[config.mk]
export PLATFORM = sky130hd
export DESIGN_NAME = berexp_sched
export DESIGN_NICKNAME = d
export VERILOG_FILES = /design/src/rtl/berexp_sched_pkg.sv /design/src/rtl/berexp_sfifo.sv /design/src/rtl/berexp_sched.sv
export SDC_FILE = /design/constraint.sdc
export NUM_CORES = 1
export LEC_CHECK = 0
export BUFFER_PORTS_ARGS = -buffer_cell sky130_fd_sc_hd__buf_2
export CAP_MARGIN = 40
export CORE_AREA = 2 2 271 273
export CTS_BUF_LIST = sky130_fd_sc_hd__clkbuf_16
export DETAILED_ROUTE_END_ITERATION = 16
export DIE_AREA = 0 0 273 275
export SYNTH_ARGS = -nofsm -noshare
export SYNTH_HDL_FRONTEND = slang
export SYNTH_SLANG_ARGS = --single-unit
[constraint.sdc]
create_clock -name clk -period 8.1 [get_ports clk]
set_input_delay 0.405 -clock clk [delete_from_list [all_inputs] [get_ports clk]]
set_output_delay 0.405 -clock clk [all_outputs]
set_load 0.005 [all_outputs]
[src/rtl/berexp_sched_pkg.sv]
// rtl/berexp_sched_pkg.sv - shared types and default sizing for the BerExp scheduler
package berexp_sched_pkg;

    typedef enum logic {
        S_DRAIN = 1'b0,
        S_RUN   = 1'b1
    } sched_state_e;

    localparam int DEF_FIFO_DEPTH   = 8;
    localparam int DEF_DRAIN_CYCLES = 40;

endpackage

[src/rtl/berexp_sfifo.sv]
// rtl/berexp_sfifo.sv - small synchronous FIFO with registered storage and head output
module berexp_sfifo #(
    parameter int WIDTH = 8,
    parameter int DEPTH = 8
) (
    input  logic             clk,
    input  logic             rst,
    input  logic             wr_en_i,
    input  logic [WIDTH-1:0] wr_data_i,
    input  logic             rd_en_i,
    output logic [WIDTH-1:0] head_o,
    output logic             full_o,
    output logic             empty_o
);
    localparam int AW = $clog2(DEPTH);

    logic [WIDTH-1:0] mem_q [DEPTH];
    logic [WIDTH-1:0] mem_d [DEPTH];
    logic [AW:0]      wptr_q, wptr_d;
    logic [AW:0]      rptr_q, rptr_d;
    logic             do_wr, do_rd;

    assign empty_o = (wptr_q == rptr_q);
    assign full_o  = (wptr_q[AW] != rptr_q[AW]) && (wptr_q[AW-1:0] == rptr_q[AW-1:0]);
    assign do_wr   = wr_en_i && !full_o;
    assign do_rd   = rd_en_i && !empty_o;
    // Head reads as zero when empty so stale entries never leak after a reset.
    assign head_o  = empty_o ? '0 : mem_q[rptr_q[AW-1:0]];

    always_comb begin
        mem_d  = mem_q;
        wptr_d = wptr_q;
        rptr_d = rptr_q;
        if (do_wr) begin
            mem_d[wptr_q[AW-1:0]] = wr_data_i;
            wptr_d                = wptr_q + 1'b1;
        end
        if (do_rd) begin
            rptr_d = rptr_q + 1'b1;
        end
    end

    always_ff @(posedge clk or posedge rst) begin
        if (rst) begin
            wptr_q <= '0;
            rptr_q <= '0;
            for (int i = 0; i < DEPTH; i++) begin
                mem_q[i] <= '0;
            end
        end else begin
            wptr_q <= wptr_d;
            rptr_q <= rptr_d;
            mem_q  <= mem_d;
        end
    end

endmodule

[src/rtl/berexp_sched.sv]
// rtl/berexp_sched.sv - round-robin sharing of one fixed-latency BerExp pipeline between sampler lanes
module berexp_sched
    import berexp_sched_pkg::*;
#(
    parameter int NUM_REQ      = 4,
    parameter int ID_W         = $clog2(NUM_REQ),
    parameter int FIFO_DEPTH   = DEF_FIFO_DEPTH,
    parameter int DRAIN_CYCLES = DEF_DRAIN_CYCLES
) (
    input  logic                  clk,
    input  logic                  rst,
    input  logic [NUM_REQ-1:0]    req_val_i,
    output logic [NUM_REQ-1:0]    req_rdy_o,
    input  logic [64*NUM_REQ-1:0] req_ccs_i,
    input  logic [64*NUM_REQ-1:0] req_x_i,
    input  logic [8*NUM_REQ-1:0]  req_rand_i,
    output logic                  be_din_val_o,
    output logic [63:0]           be_ccs_o,
    output logic [63:0]           be_x_o,
    output logic [7:0]            be_rand_8_o,
    input  logic                  be_dout_val_i,
    input  logic                  be_w_i,
    output logic                  res_val_o,
    input  logic                  res_rdy_i,
    output logic [ID_W-1:0]       res_id_o,
    output logic                  res_w_o,
    output logic                  err_o
);
    localparam int CNT_W = $clog2(DRAIN_CYCLES + 1);
    localparam int CR_W  = $clog2(FIFO_DEPTH + 1);

    sched_state_e     state_q, state_d;
    logic [CNT_W-1:0] drain_cnt_q, drain_cnt_d;
    logic [CR_W-1:0]  credit_q, credit_d;
    logic [ID_W-1:0]  last_q, last_d;
    logic             be_din_val_q, be_din_val_d;
    logic [63:0]      be_ccs_q, be_ccs_d;
    logic [63:0]      be_x_q, be_x_d;
    logic [7:0]       be_rand_q, be_rand_d;
    logic             err_q, err_d;

    logic             run, grant, pop, be_accept;
    logic             win_found;
    logic [ID_W-1:0]  win_id;
    logic [63:0]      win_ccs, win_x;
    logic [7:0]       win_rand;
    logic [ID_W-1:0]  tag_head;
    logic [ID_W:0]    res_head;
    logic             tag_empty, res_empty;
    logic             tag_full_unused, res_full_unused;

    assign run       = (state_q == S_RUN);
    assign grant     = run && (credit_q != '0) && win_found;
    assign pop       = res_val_o && res_rdy_i;
    assign be_accept = be_dout_val_i && run && !tag_empty;

    // Pass 0 scans lanes above the last winner, pass 1 wraps to lanes at or below it.
    always_comb begin
        win_found = 1'b0;
        win_id    = '0;
        win_ccs   = '0;
        win_x     = '0;
        win_rand  = '0;
        for (int p = 0; p < 2; p++) begin
            for (int i = 0; i < NUM_REQ; i++) begin
                if (!win_found && req_val_i[i] && ((p == 0) == (i > int'(last_q)))) begin
                    win_found = 1'b1;
                    win_id    = ID_W'(i);
                    win_ccs   = req_ccs_i[64*i +: 64];
                    win_x     = req_x_i[64*i +: 64];
                    win_rand  = req_rand_i[8*i +: 8];
                end
            end
        end
    end

    always_comb begin
        req_rdy_o = '0;
        if (grant) begin
            req_rdy_o[win_id] = 1'b1;
        end
    end

    always_comb begin
        state_d      = state_q;
        drain_cnt_d  = drain_cnt_q;
        credit_d     = credit_q;
        last_d       = last_q;
        be_din_val_d = grant;
        be_ccs_d     = be_ccs_q;
        be_x_d       = be_x_q;
        be_rand_d    = be_rand_q;
        err_d        = err_q | (be_dout_val_i && run && tag_empty);
        if (state_q == S_DRAIN) begin
            if (drain_cnt_q == CNT_W'(DRAIN_CYCLES - 1)) begin
                state_d = S_RUN;
            end else begin
                drain_cnt_d = drain_cnt_q + 1'b1;
            end
        end
        case ({grant, pop})
            2'b10:   credit_d = credit_q - 1'b1;
            2'b01:   credit_d = credit_q + 1'b1;
            default: credit_d = credit_q;
        endcase
        if (grant) begin
            last_d    = win_id;
            be_ccs_d  = win_ccs;
            be_x_d    = win_x;
            be_rand_d = win_rand;
        end
    end

    always_ff @(posedge clk or posedge rst) begin
        if (rst) begin
            state_q      <= S_DRAIN;
            drain_cnt_q  <= '0;
            credit_q     <= CR_W'(FIFO_DEPTH);
            last_q       <= ID_W'(NUM_REQ - 1);
            be_din_val_q <= 1'b0;
            be_ccs_q     <= '0;
            be_x_q       <= '0;
            be_rand_q    <= '0;
            err_q        <= 1'b0;
        end else begin
            state_q      <= state_d;
            drain_cnt_q  <= drain_cnt_d;
            credit_q     <= credit_d;
            last_q       <= last_d;
            be_din_val_q <= be_din_val_d;
            be_ccs_q     <= be_ccs_d;
            be_x_q       <= be_x_d;
            be_rand_q    <= be_rand_d;
            err_q        <= err_d;
        end
    end

    berexp_sfifo #(.WIDTH(ID_W), .DEPTH(FIFO_DEPTH)) u_tag_fifo (
        .clk       (clk),
        .rst       (rst),
        .wr_en_i   (grant),
        .wr_data_i (win_id),
        .rd_en_i   (be_accept),
        .head_o    (tag_head),
        .full_o    (tag_full_unused),
        .empty_o   (tag_empty)
    );

    berexp_sfifo #(.WIDTH(ID_W + 1), .DEPTH(FIFO_DEPTH)) u_res_fifo (
        .clk       (clk),
        .rst       (rst),
        .wr_en_i   (be_accept),
        .wr_data_i ({tag_head, be_w_i}),
        .rd_en_i   (res_rdy_i),
        .head_o    (res_head),
        .full_o    (res_full_unused),
        .empty_o   (res_empty)
    );

    assign be_din_val_o = be_din_val_q;
    assign be_ccs_o     = be_ccs_q;
    assign be_x_o       = be_x_q;
    assign be_rand_8_o  = be_rand_q;
    assign res_val_o    = !res_empty;
    assign res_id_o     = res_head[ID_W:1];
    assign res_w_o      = res_head[0];
    assign err_o        = err_q;

endmodule

==> summary.txt <==
RUN STATUS
----------------------------------------------------------------------------------
Status                                                                complete, no violations

STA
----------------------------------------------------------------------------------
Worst-case clock skew                                                     35.02 ps
Endpoints failing setup                                                          0
Final Max Slew Viols                                                             0
Slew at the pin with the worst max-slew slack                             969.7 ps
Final Hold Fails                                                                 0
Worst rel slew slack                                                        35.35%
Maximum clock rate                                                      0.2278 GHz
Worst hold slack                                                          103.4 ps
Unrepaired setup endpoints after global routing                                 no
Fin crit share                                                              54.20%
Setup TNS                                                                     0 ps
Final worst path period need                                               4390 ps

LOGIC SYNTHESIS
----------------------------------------------------------------------------------
Number of synthesized flops with an enable pin                                   0
Async S/R FF share, synth                                                   100.0%
Synth Cell Area                                                        15330 sq um
Nets in the synthesized netlist                                               2551
Count of synthesis-stage warnings from yosys                                     0
Post-Syn Instances                                                            1989
Mean cell area of the mapped netlist                                   7.707 sq um
Register bit total from synthesis                                              207
Top flip-flop cell by instance count after synthesis                  sky130_fd_sc_hd__dfrtp_1
Cell variety after synth                                                        53
Sequential-to-total area share from yosys stat                              33.82%

FLOORPLAN
----------------------------------------------------------------------------------
Count of boundary I/O pins                                                     699
FP Rows                                                                         99
Core ar.                                                               72340 sq um
Die Y                                                                  275 microns
Die area                                                               75080 sq um
Starting Density                                                            21.19%
Die boundary width                                                     273 microns

CELLS AND AREA
----------------------------------------------------------------------------------
Area overhead of the layout relative to synthesis                           33.87%
Filler cells                                                                  8003
Share of final-layout standard cells stronger than drive strength 1         32.88%
Number of nets at the end of the flow                                         3101

DRT
----------------------------------------------------------------------------------
Post-DR wirelength/cell                                               22.07 microns
Vias after detailed routing                                                  18828
Routed WL                                                                 77.92 mm
Via/cell ratio                                                               5.332
Number of iterations in the first detailed-routing pass                          6
Remaining design rule violation count                                            0
Number of DRC markers in iteration 0                                          1373
Final ANT Viol Nets                                                              0

POWER AND IR DROP
----------------------------------------------------------------------------------
Largest voltage drop on the vdd net                                    0.0001571 V
Leakage power total                                                    0.009380 uW
PwrDens                                                               327.3 nW/um^2

PLACE
----------------------------------------------------------------------------------
Placer congestion estimate                                                  0.8900
DP Wirelength                                                             56.21 mm
Port bufs                                                                      698

CRITICAL PATH
----------------------------------------------------------------------------------
WS Path Type                                                            reg -> out
Crit-path max FO                                                                54
Element type at the critical path start                                  flip-flop
Arrival time of data at the critical path endpoint                         3980 ps
Type of element capturing the critical path                             output pin
Critical path data required time                                           7700 ps

GRT
----------------------------------------------------------------------------------
Total overflow reported by the global router                                     0
Gr usage total                                                              19.52%
Pin count of the biggest net entering global routing                           134
Global-route wire length before repair                                    113.9 mm
Number of antenna violations at the first check in global routing               20
Via count of the first global-routing pass                                   17869

CTS
----------------------------------------------------------------------------------
Clock latency on the worst-skew pair                                        600 ps
Clock transition at the registers of the reported paths                      70 ps
Cts bufs inserted                                                               28
Clock root buffer                                                     sky130_fd_sc_hd__clkbuf_16
Clock buffer depth                                                               3
CTS sink count                                                                 207
Clock tree from TritonCTS                                                    built
CTS H-tree lvls                                                                  1
# Post-CTS Setup Buffers                                                         0

RUN
----------------------------------------------------------------------------------
Count of maximum capacitance violations                                          0

MIN PATH
----------------------------------------------------------------------------------
Worst hold-check path type                                               in -> reg

logic make-up after synthesis:
family / share of synthesized area (%)
compound gates: 32.32
simple gates: 20.46
buf+inv: 6.146
flops: 33.82
mux: 4.881
xor+xnor: 1.600
fa+ha+maj: 0.7836
placed cells by master, fill, tap and decap left out, types with 3 or more instances in the layout:
cell	n
sky130_fd_sc_hd__mux2i_1	5
sky130_fd_sc_hd__nor3b_1	4
sky130_fd_sc_hd__or4_1	38
sky130_fd_sc_hd__ha_1	8
sky130_fd_sc_hd__nand3_1	142
sky130_fd_sc_hd__nor4_1	3
sky130_fd_sc_hd__xnor2_1	19
sky130_fd_sc_hd__mux2_2	42
sky130_fd_sc_hd__and2_1	3
sky130_fd_sc_hd__clkinv_2	3
sky130_fd_sc_hd__nand2_1	302
sky130_fd_sc_hd__a221oi_1	65
sky130_fd_sc_hd__diode_2	11
sky130_fd_sc_hd__a22oi_1	71
sky130_fd_sc_hd__bufinv_16	3
sky130_fd_sc_hd__inv_1	14
sky130_fd_sc_hd__o22ai_1	93
sky130_fd_sc_hd__clkinv_1	3
sky130_fd_sc_hd__nand4_1	5
sky130_fd_sc_hd__a21oi_1	264
sky130_fd_sc_hd__buf_16	6
sky130_fd_sc_hd__mux4_2	10
sky130_fd_sc_hd__o21ai_0	24
sky130_fd_sc_hd__nor2_1	193
sky130_fd_sc_hd__clkbuf_16	28
sky130_fd_sc_hd__o22a_1	71
sky130_fd_sc_hd__nand3b_1	5
sky130_fd_sc_hd__nor3_1	5
sky130_fd_sc_hd__buf_2	697
sky130_fd_sc_hd__clkinv_4	3
sky130_fd_sc_hd__buf_4	26
sky130_fd_sc_hd__xor2_1	9
sky130_fd_sc_hd__a21o_1	30
sky130_fd_sc_hd__dfrtp_1	204
sky130_fd_sc_hd__o21ai_1	18
sky130_fd_sc_hd__a211oi_1	109
sequential cells by signal, summed over array words and instances (netlist names), 2 cells and up:
signal and cells:
be_ccs_o 64, be_x_o 64, u_res_fifo.mem_q 24, u_tag_fifo.mem_q 16
be_rand_8_o 8, drain_cnt_q 6, credit_q 4, u_res_fifo.rptr_q 4
u_res_fifo.wptr_q 4, u_tag_fifo.rptr_q 4, u_tag_fifo.wptr_q 4, last_q 2
layout make-up:
| cell class | instances | area (sq um) | area share, % |
|---|---|---|---|
| Sequential cell | 207 | 5187 | 25.28 |
| Antenna cell | 11 | 27.53 | 0.1341 |
| Clock inverter | 24 | 221.5 | 1.079 |
| Clock buffer | 28 | 700.7 | 3.415 |
| Tap cell | 959 | 1200 | 5.848 |
| Multi-Input combinational cell | 1564 | 9265 | 45.15 |
| Inverter | 7 | 38.79 | 0.1890 |
| Timing Repair Buffer | 731 | 3879 | 18.90 |
cells in the mapped netlist, types with 27 or more instances:
cell type / count / share of area, %
sky130_fd_sc_hd__o22a_1: 71 / 4.1
sky130_fd_sc_hd__a21o_1: 31 / 1.5
sky130_fd_sc_hd__nor2_1: 193 / 4.7
sky130_fd_sc_hd__or4_1: 38 / 1.9
sky130_fd_sc_hd__buf_1: 27 / 0.66
sky130_fd_sc_hd__mux2_2: 42 / 3.1
sky130_fd_sc_hd__dfrtp_1: 204 / 33
sky130_fd_sc_hd__nand3_1: 143 / 4.7
sky130_fd_sc_hd__a211oi_1: 109 / 5.3
sky130_fd_sc_hd__a22oi_1: 71 / 3.5
sky130_fd_sc_hd__clkbuf_1: 99 / 2.4
sky130_fd_sc_hd__a21oi_1: 264 / 8.6
sky130_fd_sc_hd__buf_2: 76 / 2.5
sky130_fd_sc_hd__nand2_1: 303 / 7.4
sky130_fd_sc_hd__o22ai_1: 93 / 3.8
sky130_fd_sc_hd__a221oi_1: 65 / 3.7
worst paths after layout:
kind                           startpoint        endpoint  cells past startpoint  slack [ps]
hold reg to reg            drain_cnt_q[5]  drain_cnt_q[5]                      1         470
max in group asynchronous             rst      be_x_o[22]                      4        6460
hold / removal               req_x_i[169]      be_x_o[41]                      3         100
setup / recovery                last_q[1]    req_rdy_o[2]                      6        3710
setup reg to reg                last_q[1]      be_x_o[45]                      5        4460
min in group asynchronous             rst    be_ccs_o[12]                      3         410
stage by stage:
step	total power [uW]	util (%)	std cells	cell area, sq um	setup slack, ps
6_report	6717	28.37	3531	20520	3710
2_1_floorplan	4080	-	1989	15330	2047
5_1_grt	7217	28.36	3528	20510	3504
3_5_place_dp	5454	27.04	3467	19560	4360
3_3_place_gp	5365	26.81	3461	19390	4296
4_1_cts	6770	28.33	3520	20490	3684
metal layers:
| layer | up-vias | share of wire [%] | GRT usage (%) |
|---|---|---|---|
| met1 | 8999 | 40 | 24.39 |
| met4 | 12 | 4.9 | 9.175 |
| li1 | 8543 | - | - |
| met2 | 1095 | 45 | 31.00 |
| met5 | - | 0.089 | 0 |
| met3 | 179 | 11 | 5.595 |
critical path: stages, from the launching register on:
cell and delay, ps:
sky130_fd_sc_hd__dfstp_4 950, sky130_fd_sc_hd__buf_4 660, sky130_fd_sc_hd__and4_4 590, sky130_fd_sc_hd__buf_4 560, sky130_fd_sc_hd__or3_1 330, sky130_fd_sc_hd__nor2_1 60
sky130_fd_sc_hd__buf_2 130
where the power goes:
group	leakage (uW)	internal (uW)	switching, uW	total (uW)
clock network	0.000476	726	538	1260
registers	0.00251	1540	433	1970
logic	0.00639	1500	1980	3480
total	0.00938	3770	2950	6720
what timing repair did:
| action | 4_1_cts | 5_1_grt |
|---|---|---|
| hold buffers | 1 | 0 |
| gates resized for setup | 0 | 0 |
| endpoints found under the setup margin | 0 | 0 |
| hold endpoints to repair | 74 | 0 |
Note: power is estimated with default switching activity, not from simulation.
